$ cat config.mk
export PLATFORM = sky130hd
export DESIGN_NAME = weight_mux_sequencer
export DESIGN_NICKNAME = d
export VERILOG_FILES = /design/src/rtl/bitblade_pkg.sv /design/src/rtl/weight_mux_phase_ctr.sv /design/src/rtl/weight_mux_sequencer.sv
export SDC_FILE = /design/constraint.sdc
export NUM_CORES = 1
export LEC_CHECK = 0
export CAP_MARGIN = 40
export CORE_AREA = 4 4 88 90
export DETAILED_ROUTE_END_ITERATION = 8
export DIE_AREA = 0 0 92 94
export PLACE_DENSITY = 0.75
export SETUP_SLACK_MARGIN = 0.3
export SYNTH_ARGS = -nofsm -noshare
export SYNTH_HDL_FRONTEND = slang
export SYNTH_SLANG_ARGS = --single-unit
$ cat constraint.sdc
create_clock -name clk -period 2.3 [get_ports clk]
set_input_delay 0.575 -clock clk [delete_from_list [all_inputs] [get_ports clk]]
set_output_delay 0.575 -clock clk [all_outputs]
set_load 0.02 [all_outputs]
$ cat src/rtl/bitblade_pkg.sv
// Shared types and helpers for the BitBlade weight/input sort-MUX sequencers.
// Holds bitwidth codes, the sequencer state encoding and the phases-per-word helper.
package bitblade_pkg;

    localparam logic [1:0] BW_8B = 2'b00;
    localparam logic [1:0] BW_4B = 2'b01;
    localparam logic [1:0] BW_2B = 2'b10;

    typedef enum logic [1:0] {
        IDLE  = 2'd0,
        FETCH = 2'd1,
        ISSUE = 2'd2,
        DONE  = 2'd3
    } wseq_state_t;

    // 2'b11 is treated like 2b: one word yields four 8-bit sorted beats.
    function automatic logic [2:0] phases_per_word(input logic [1:0] bw);
        case (bw)
            BW_8B:   phases_per_word = 3'd1;
            BW_4B:   phases_per_word = 3'd2;
            default: phases_per_word = 3'd4;
        endcase
    endfunction

endpackage

$ cat src/rtl/weight_mux_phase_ctr.sv
// MUX phase counter with last-phase decode; shared by the weight and input sequencers.
// clear wins over advance so a freshly captured word always starts at phase 0.
module weight_mux_phase_ctr
    import bitblade_pkg::*;
(
    input  logic       clk,
    input  logic       reset_n,
    input  logic       clear,
    input  logic       advance,
    input  logic [1:0] bw,
    output logic [1:0] phase,
    output logic       last_phase
);

    always_ff @(posedge clk or negedge reset_n) begin
        if (!reset_n) begin
            phase <= 2'd0;
        end else if (clear) begin
            phase <= 2'd0;
        end else if (advance) begin
            phase <= phase + 2'd1;
        end
    end

    assign last_phase = ({1'b0, phase} == (phases_per_word(bw) - 3'd1));

endmodule

$ cat src/rtl/weight_mux_sequencer.sv
// Weight-side sort-MUX sequencer: fetches buffer words, steps MUX phases, hands beats to the PE array.
// Optional build macro WSEQ_PERF_CNT_EN adds stall_cnt/beat_cnt performance counters.
//
// Handshakes: a transfer happens on a rising edge where valid and ready are both 1;
// the sender holds valid and its payload stable until that edge, and ready never depends on
// the consumer's own acceptance of the same beat.
module weight_mux_sequencer
    import bitblade_pkg::*;
#(
    parameter int CNT_W  = 16,
    parameter int DATA_W = 32
) (
    input  logic              clk,
    input  logic              reset_n,
    input  logic              start,
    input  logic              abort,
    input  logic [1:0]        bitwidth,
    input  logic [CNT_W-1:0]  num_words,
    input  logic              buf_valid,
    output logic              buf_ready,
    input  logic [DATA_W-1:0] buf_data,
    output logic [DATA_W-1:0] mux_buffer,
    output logic [1:0]        mux_state,
    output logic [1:0]        mux_bw,
    output logic              mux_reset,
    output logic              out_valid,
    input  logic              out_ready,
    output logic              busy,
    output logic              done,
`ifdef WSEQ_PERF_CNT_EN
    output logic [31:0]       stall_cnt,
    output logic [31:0]       beat_cnt,
`endif
    output wseq_state_t       state_dbg
);

    wseq_state_t       state_q, state_d;
    logic [DATA_W-1:0] word_q;
    logic [CNT_W-1:0]  words_left;
    logic [1:0]        bw_q;
    logic [1:0]        phase;
    logic              last_phase;

    logic start_acc, abort_act, beat_acc, last_acc, final_beat, word_take;

    assign start_acc  = (state_q == IDLE) && start;
    assign abort_act  = abort && (state_q != IDLE);
    assign beat_acc   = (state_q == ISSUE) && out_ready && !abort_act;
    assign last_acc   = beat_acc && last_phase;
    assign final_beat = last_acc && (words_left == CNT_W'(1));
    assign word_take  = buf_ready && buf_valid;

    weight_mux_phase_ctr u_phase_ctr (
        .clk        (clk),
        .reset_n    (reset_n),
        .clear      (word_take || abort_act || final_beat),
        .advance    (beat_acc && !last_phase),
        .bw         (bw_q),
        .phase      (phase),
        .last_phase (last_phase)
    );

    always_ff @(posedge clk or negedge reset_n) begin
        if (!reset_n) begin
            state_q <= IDLE;
        end else begin
            state_q <= state_d;
        end
    end

    always_comb begin
        state_d = state_q;
        if (abort_act) begin
            state_d = IDLE;
        end else begin
            case (state_q)
                IDLE:  if (start) state_d = (num_words != '0) ? FETCH : DONE;
                FETCH: if (buf_valid) state_d = ISSUE;
                ISSUE: begin
                    if (final_beat)    state_d = DONE;
                    else if (last_acc) state_d = buf_valid ? ISSUE : FETCH;
                end
                DONE:  state_d = IDLE;
                default: state_d = IDLE;
            endcase
        end
    end

    // The last-beat refill is the only ISSUE-state buf_ready: the held word is free exactly then.
    always_comb begin
        buf_ready = 1'b0;
        out_valid = 1'b0;
        done      = 1'b0;
        busy      = (state_q != IDLE);
        mux_reset = 1'b1;
        if (!abort_act) begin
            case (state_q)
                FETCH: buf_ready = 1'b1;
                ISSUE: begin
                    out_valid = 1'b1;
                    mux_reset = 1'b0;
                    buf_ready = last_acc && !final_beat;
                end
                DONE:  done = 1'b1;
                default: ;
            endcase
        end
    end

    always_ff @(posedge clk or negedge reset_n) begin
        if (!reset_n) begin
            word_q     <= '0;
            words_left <= '0;
            bw_q       <= BW_8B;
        end else begin
            if (start_acc && (num_words != '0)) begin
                bw_q       <= bitwidth;
                words_left <= num_words;
            end
            if (word_take) word_q <= buf_data;
            if (last_acc)  words_left <= words_left - CNT_W'(1);
        end
    end

    assign mux_buffer = word_q;
    assign mux_state  = phase;
    assign mux_bw     = bw_q;
    assign state_dbg  = state_q;

`ifdef WSEQ_PERF_CNT_EN
    logic stall_evt;
    assign stall_evt = (out_valid && !out_ready) ||
                       ((state_q == FETCH) && !abort_act && !buf_valid);

    always_ff @(posedge clk or negedge reset_n) begin
        if (!reset_n) begin
            stall_cnt <= '0;
            beat_cnt  <= '0;
        end else if (start_acc) begin
            stall_cnt <= '0;
            beat_cnt  <= '0;
        end else begin
            if (stall_evt && (stall_cnt != '1)) stall_cnt <= stall_cnt + 32'd1;
            if (beat_acc && (beat_cnt != '1))   beat_cnt  <= beat_cnt + 32'd1;
        end
    end
`endif

endmodule

Word level (Yosys, flattened, before mapping). Cells that the tools add are included.

Add/subtract/negate cells: 3. Equality and inequality tests: 9. Muxes and demuxes: 21. Reduce and logical (&&, ||, !) cells: 22.

Operator list (number): 2-to-1 mux 16 bit (2); 2-to-1 mux 2 bit (9); equality test 16 x 1 -> 1 bit (second input constant) (1); nonzero test 16 bit (1); subtractor 16 x 1 -> 16 bit (second input constant) (1); logical AND 1 bit (10); case mux 2 bit (4 select lines) (1); 2-to-1 mux 1 bit (7); inequality test 3 bit (second input constant) (2); case mux 3 bit (2 select lines) (1); nonzero test 2 bit (3); equality test 2 x 1 -> 1 bit (second input constant) (2); equality test 2 bit (second input constant) (2); zero test 2 bit (2); inequality test 4 bit (second input constant) (1); equality test 2 x 3 -> 1 bit (1); zero test 1 bit (3); AND reduction 3 bit (1); subtractor 3 x 1 -> 3 bit (second input constant) (1); adder 2 x 1 -> 2 bit (second input constant) (1); logical OR 1 bit (2); case mux 1 bit (2 select lines) (1).

Register bits: 54. Bits of input ports: 56. Output and inout port bits: 43. Logic and storage cells: 60.

Logic depth before layout (Yosys ltp).
Word-level depth: 14. Mapped depth: 10. Gate-level depth less buffers: 7.

Modules after synthesis. A second synthesis with hierarchy kept.

Cells, all modules: 238. Area total of the unflattened synthesis: 2846.5 µm².

By module, submodules not included: weight_mux_sequencer (times used 1, cells an instance 228, area an instance 2731.4 µm², sequential area each 1301.2 µm²); weight_mux_phase_ctr (times used 1, cells an instance 10, area an instance 115.1 µm², sequential area each 50.0 µm²).

Least setup slack after synthesis. OpenSTA, ideal clock, no wires.

Path type: register to output. From: reg state_q[0] (netlist: state_dbg[0]). To: out buf_ready. Arrival time: 1.864 ns. Data required time: 1.725 ns. Slack: -0.139 ns. Cell stages (with the launch flop): 8. Path buffers: 1. Cells stage by stage: dfrtp_1 > inv_1 > ha_1 > nand2b_1 > clkbuf_1 > nand3_1 > a211oi_2 > o211a_1.

Cells in the longest elaborated chain, start to end: 10. Elaborated cells on any way between the ends: 13. Those cells by class: eq/ne (2); mux (2); reduce/logical (9).

Ends and longest elaborated chain: start, declared (RTL line weight_mux_sequencer.sv:37) `wseq_state_t state_q, state_d;`; start signal, assigned (RTL line weight_mux_sequencer.sv:67) `state_q <= state_d;`; nonzero test 2 bit (RTL line weight_mux_sequencer.sv:47) `assign abort_act = abort && (state_q != IDLE);`; logical AND 1 bit (RTL line weight_mux_sequencer.sv:47); zero test 1 bit; logical AND 1 bit (RTL line weight_mux_sequencer.sv:48) `assign beat_acc = (state_q == ISSUE) && out_ready && !abort_act;`; logical AND 1 bit (RTL line weight_mux_sequencer.sv:49) `assign last_acc = beat_acc && last_phase;`; logical AND 1 bit (RTL line weight_mux_sequencer.sv:50) `assign final_beat = last_acc && (words_left == CNT_W'(1));`; zero test 1 bit (RTL line weight_mux_sequencer.sv:102) `buf_ready = last_acc && !final_beat;`; logical AND 1 bit (RTL line weight_mux_sequencer.sv:102); case mux 1 bit (2 select lines) (RTL line weight_mux_sequencer.sv:97) `case (state_q)`; 2-to-1 mux 1 bit * (RTL line weight_mux_sequencer.sv:96) `if (!abort_act) begin`; end, declared (RTL line weight_mux_sequencer.sv:20) `output logic buf_ready,`.

Every way passes the cells marked *; elsewhere a longest branch is shown, timed or not.

Worst setup path in the final report.
From: reg words_left[7]. To: out buf_ready.

Cells in the longest elaborated chain, start to end: 6.

Ends and longest elaborated chain: start, declared (RTL line weight_mux_sequencer.sv:39) `logic [CNT_W-1:0] words_left;`; start signal, assigned (RTL line weight_mux_sequencer.sv:118) `words_left <= num_words;`; start signal, assigned (RTL line weight_mux_sequencer.sv:121) `if (last_acc) words_left <= words_left - CNT_W'(1);`; equality test 16 x 1 -> 1 bit (RTL line weight_mux_sequencer.sv:50); logical AND 1 bit (RTL line weight_mux_sequencer.sv:50); zero test 1 bit (RTL line weight_mux_sequencer.sv:102); logical AND 1 bit (RTL line weight_mux_sequencer.sv:102); case mux 1 bit (2 select lines) (RTL line weight_mux_sequencer.sv:97); 2-to-1 mux 1 bit (RTL line weight_mux_sequencer.sv:96).

No other way between the ends.

==> reports/qor_table.md <==
| Result | This run |
|---|---|
| Total negative setup slack | -4.238 ns |
| Post-synth EDFFs | 0 |
| Prevailing post-synth register cell | sky130_fd_sc_hd__dfrtp_1 |
| Final Routed Wirelength | 9331 µm |
| Number of buffer and inverter stages on the critical path | 1 |
| Data required time of the worst path | 1.73 ns |
| Crit-path max cell delay | 0.56 ns |
| Pin count of the biggest net entering global routing | 22 |
| Leakage dissipation | 0.002428 µW |
| Via count of the first global-routing pass | 2,926 |
| Cell family with most CP delay | simple AND/OR/NAND/NOR gates |
| IR Drop Worst-Case VDD | 0.7832 mV |
| Overall overflow remaining after global route | 0 |
| Share of the clock period used by the worst path after layout | 111.8% |
| Detail-routed net length per standard cell | 17.67 µm |
| R2R Path Start | words_left[7] |
| Min Tclk post-route | 2.572 ns |
| Warnings from Yosys | 0 |
| Met3 wirelength from detailed routing | 400 µm |
| Slack of the critical path | -0.2724 ns |
| H-Tree Depth | 2 |
| Cells along the critical path | or4_4 -> nor4_4 -> a211oi_2 -> o211a_1 -> buf_6 |
| Fin. max-slew vios | 0 |
| CTS tree | yes |
| Post-synthesis to final-layout area growth | 86.76% |
| Synthesized netlist cell count | 244 |
| Worst Path Arrival | 2.00 ns |
| Achievable clock frequency | 0.3887 GHz |
| Global routing usage summed across all routing layers | 20.88% |
| Cell with the biggest individual delay on the critical path | sky130_fd_sc_hd__or4_4 |
| Distinct cell type count after synthesis | 46 |
| Sequential-to-total area share from yosys stat | 49.32% |
| Setup CP Type | reg2out |
| Wire length on met1 | 3820 µm |
| Number of antenna violations at the first check in global routing | 0 |
| Count of clock tree sinks | 54 |
| Placeable Area | 0.007059 mm² |
| Cell chosen for the clock root | sky130_fd_sc_hd__clkbuf_8 |
| Synthesized cell area | 0.002740 mm² |
| Post-detailed-placement cell area | 0.004353 mm² |
| Layout Skew | 0.01643 ns |
| Startpoint class of the critical path | register |
| Number of synthesized register bits | 54 |
| Number of CTS-inserted buffers | 5 |
| Setup slack of the most critical reg-to-reg path | -0.15 ns |
| Overall via count from detail_route | 2,746 |
| FF-to-FF End | mux_buffer[17] |
| Ports | 99 |
| Initial DRT Pass Iterations | 4 |
| Pwr dens | 1275 mW/mm² |
| Count of unresolved DRC violations after routing | 0 |
| Layout cells sized above 1 | 45.22% |
| Number of DRC violations after detailed-routing iteration 0 | 123 |
| Estimated wirelength of the detail-placed design | 6120 µm |
| Path class of the lowest-slack min-delay path | in2async |
| Clock latency of the later-clocked register in the worst-skew pair | 0.33 ns |
| Vias per inst | 5.201 |
| Result of the run | finished, violations left |
| Routed met2 length | 4919 µm |
| Failing checks | negative setup slack |
| Maximum buffer depth of the clock tree | 2 |
| Share of synthesized registers carrying an async set or reset | 100.0% |
| Unrepaired setup endpoints after global routing | true |
| Mean post-synth cell area | 11.23 µm² |
| Post-layout nets | 490 |
| Final weighted congestion in routability-driven placement | 0.8480 |
| Total inserted antenna cells | 0 |
| Finish-stage setup viols | 33 |
| Slew at the pin closest to its max-slew limit | 0.5058 ns |
| Max-cap violations | 0 |
| Floorplan row count | 31 |
| Initial Utilization | 38.82% |
| Count of final hold-check violations | 0 |
| Final instance area | 0.005117 mm² |
| Largest driver fanout on the critical path | 2 |
| First-pass GRT wire length | 14,320 µm |
| Die X-Extent | 92 µm |
| Worst r2r path cells | 8 |
| DIE AREA | 0.008648 mm² |
| Remaining antenna violation count after routing | 0 |
| Endpoint class of the critical path | output pin |
| Clock slew at the register clock pins of the worst setup and hold paths | 0.11 ns |
| I/O Buffers | 98 |
| Relative max-transition margin | 66.28% |
| Nets in the synthesized netlist | 306 |
| Top routing layer used | met4 |
| Chip height | 94 µm |
-- logic make-up (layout without fill, tap and decap cells) --
| logic type | count (synthesis) | in the layout | share of synthesized area (%) |
|---|---|---|---|
| fa+ha+maj | 6 | 6 | 2.740 |
| flops | 54 | 54 | 49.32 |
| xor+xnor | 2 | 2 | 0.6394 |
| compound gates | 54 | 54 | 14.66 |
| simple gates | 67 | 67 | 13.83 |
| buf+inv | 26 | 211 | 4.475 |
| mux | 35 | 35 | 14.34 |
-- synth_stat cells (2+ instances only) --
cell	instances	area, µm²
sky130_fd_sc_hd__a211oi_1	3	22.52
sky130_fd_sc_hd__a21boi_0	2	15.01
sky130_fd_sc_hd__a21oi_1	9	45.04
sky130_fd_sc_hd__a221o_1	6	60.06
sky130_fd_sc_hd__and2_1	2	12.51
sky130_fd_sc_hd__and3_1	4	25.02
sky130_fd_sc_hd__buf_2	2	10.01
sky130_fd_sc_hd__buf_6	3	33.78
sky130_fd_sc_hd__clkbuf_1	6	22.52
sky130_fd_sc_hd__dfrtp_1	54	1351
sky130_fd_sc_hd__ha_1	6	75.07
sky130_fd_sc_hd__inv_1	15	56.30
sky130_fd_sc_hd__mux2_1	4	45.04
sky130_fd_sc_hd__mux2_2	30	337.8
sky130_fd_sc_hd__nand2_1	12	45.04
sky130_fd_sc_hd__nand2b_1	2	12.51
sky130_fd_sc_hd__nand3_1	3	15.01
sky130_fd_sc_hd__nand4_1	3	18.77
sky130_fd_sc_hd__nor2_1	12	45.04
sky130_fd_sc_hd__nor3_1	7	35.03
sky130_fd_sc_hd__nor3b_1	3	22.52
sky130_fd_sc_hd__nor4_1	7	43.79
sky130_fd_sc_hd__o211a_1	2	20.02
sky130_fd_sc_hd__o21ai_0	14	70.07
sky130_fd_sc_hd__o221a_2	2	22.52
sky130_fd_sc_hd__o22ai_1	7	43.79
sky130_fd_sc_hd__or2_2	2	12.51
sky130_fd_sc_hd__or3_1	2	12.51
sky130_fd_sc_hd__or4_1	2	15.01
sky130_fd_sc_hd__xor2_1	2	17.52
-- timing repair --
| action | 4_1_cts | 5_1_grt |
|---|---|---|
| pin swaps | 16 | 16 |
| gates cloned | 4 | 0 |
| buffers inserted | 9 | 7 |
| endpoints found under the setup margin | 55 | 59 |
| gates resized for setup | 127 | 38 |
| hold buffers | 0 | 0 |
-- report_power, final --
part	leakage [µW]	total [µW]	internal, µW	switching, µW
combinational	0.00173	4120	2290	1830
clock	0.0000587	675	331	345
sequential	0.000640	1730	1420	307
total	0.00243	6530	4040	2480
-- worst max-delay path by stage --
stage	end	cells after the start	slack, ns	startpoint
floorplan	mux_buffer[10]	7	0.05	words_left[6]
global placement	buf_ready	6	-0.47	abort
detailed placement	buf_ready	6	-0.49	abort
CTS	buf_ready	5	-0.40	words_left[5]
global route	buf_ready	5	-0.35	words_left[7]
finish	buf_ready	5	-0.27	words_left[7]
-- placed cells by master, fill, tap and decap left out, types with 5 or more instances in the layout --
| master | count |
|---|---|
| sky130_fd_sc_hd__mux2_4 | 32 |
| sky130_fd_sc_hd__dfrtp_1 | 50 |
| sky130_fd_sc_hd__o21ai_0 | 6 |
| sky130_fd_sc_hd__nand2_1 | 10 |
| sky130_fd_sc_hd__o21ai_1 | 7 |
| sky130_fd_sc_hd__clkdlybuf4s50_1 | 69 |
| sky130_fd_sc_hd__dlygate4sd2_1 | 19 |
| sky130_fd_sc_hd__a21oi_1 | 9 |
| sky130_fd_sc_hd__buf_4 | 73 |
| sky130_fd_sc_hd__buf_6 | 16 |
| sky130_fd_sc_hd__clkbuf_8 | 5 |
| sky130_fd_sc_hd__o22ai_1 | 6 |
| sky130_fd_sc_hd__nor2_1 | 12 |
| sky130_fd_sc_hd__inv_1 | 9 |
| sky130_fd_sc_hd__a221o_1 | 6 |
-- per-layer routing --
metal | track usage [%] | up-vias
li1 | - | 1277
met1 | 26.08 | 1363
met2 | 36.86 | 86
met3 | 3.766 | 20
met4 | 6.188 | 0
met5 | 0 | -
-- metrics by stage --
step                      utilization [%]  setup slack (ns)  hold WS [ns]  std cells  total power [µW]
after floorplan                         -           0.05258        0.2794        244              3347
after global placement              61.66           -0.4689        0.4732        500              4817
after global routing                72.49           -0.3519        0.2273        528              6876
after detailed placement            61.66           -0.4883        0.4808        500              4925
after CTS                           69.96           -0.3969        0.2313        521              6256
final                               72.49           -0.2724        0.1983        528              6525
-- final cells by class --
type                    count  area [µm²]
clock buffers               5       68.82
flip-flops and latches     54        1356
fillers                   473        1942
repair buffers            188        1768
inverters                  15       63.81
well taps                  99       123.9
multi-input cells         164        1689
clock inverters             3       47.55
-- state kept, by name (all words and copies together) (netlist names) --
signal	count
words_left	16
u_phase_ctr.phase	2
state_dbg	2
mux_buffer	32
mux_bw	2
-- worst reg2reg max path, stage by stage (launching register included) --
cell	delay, ns
sky130_fd_sc_hd__dfrtp_1	0.40
sky130_fd_sc_hd__or4_4	0.56
sky130_fd_sc_hd__nor4_4	0.23
sky130_fd_sc_hd__a211oi_2	0.13
sky130_fd_sc_hd__buf_4	0.15
sky130_fd_sc_hd__o2111ai_4	0.23
sky130_fd_sc_hd__buf_6	0.18
sky130_fd_sc_hd__buf_12	0.14
sky130_fd_sc_hd__mux2_4	0.31
Power figures use the tool's default switching activity.
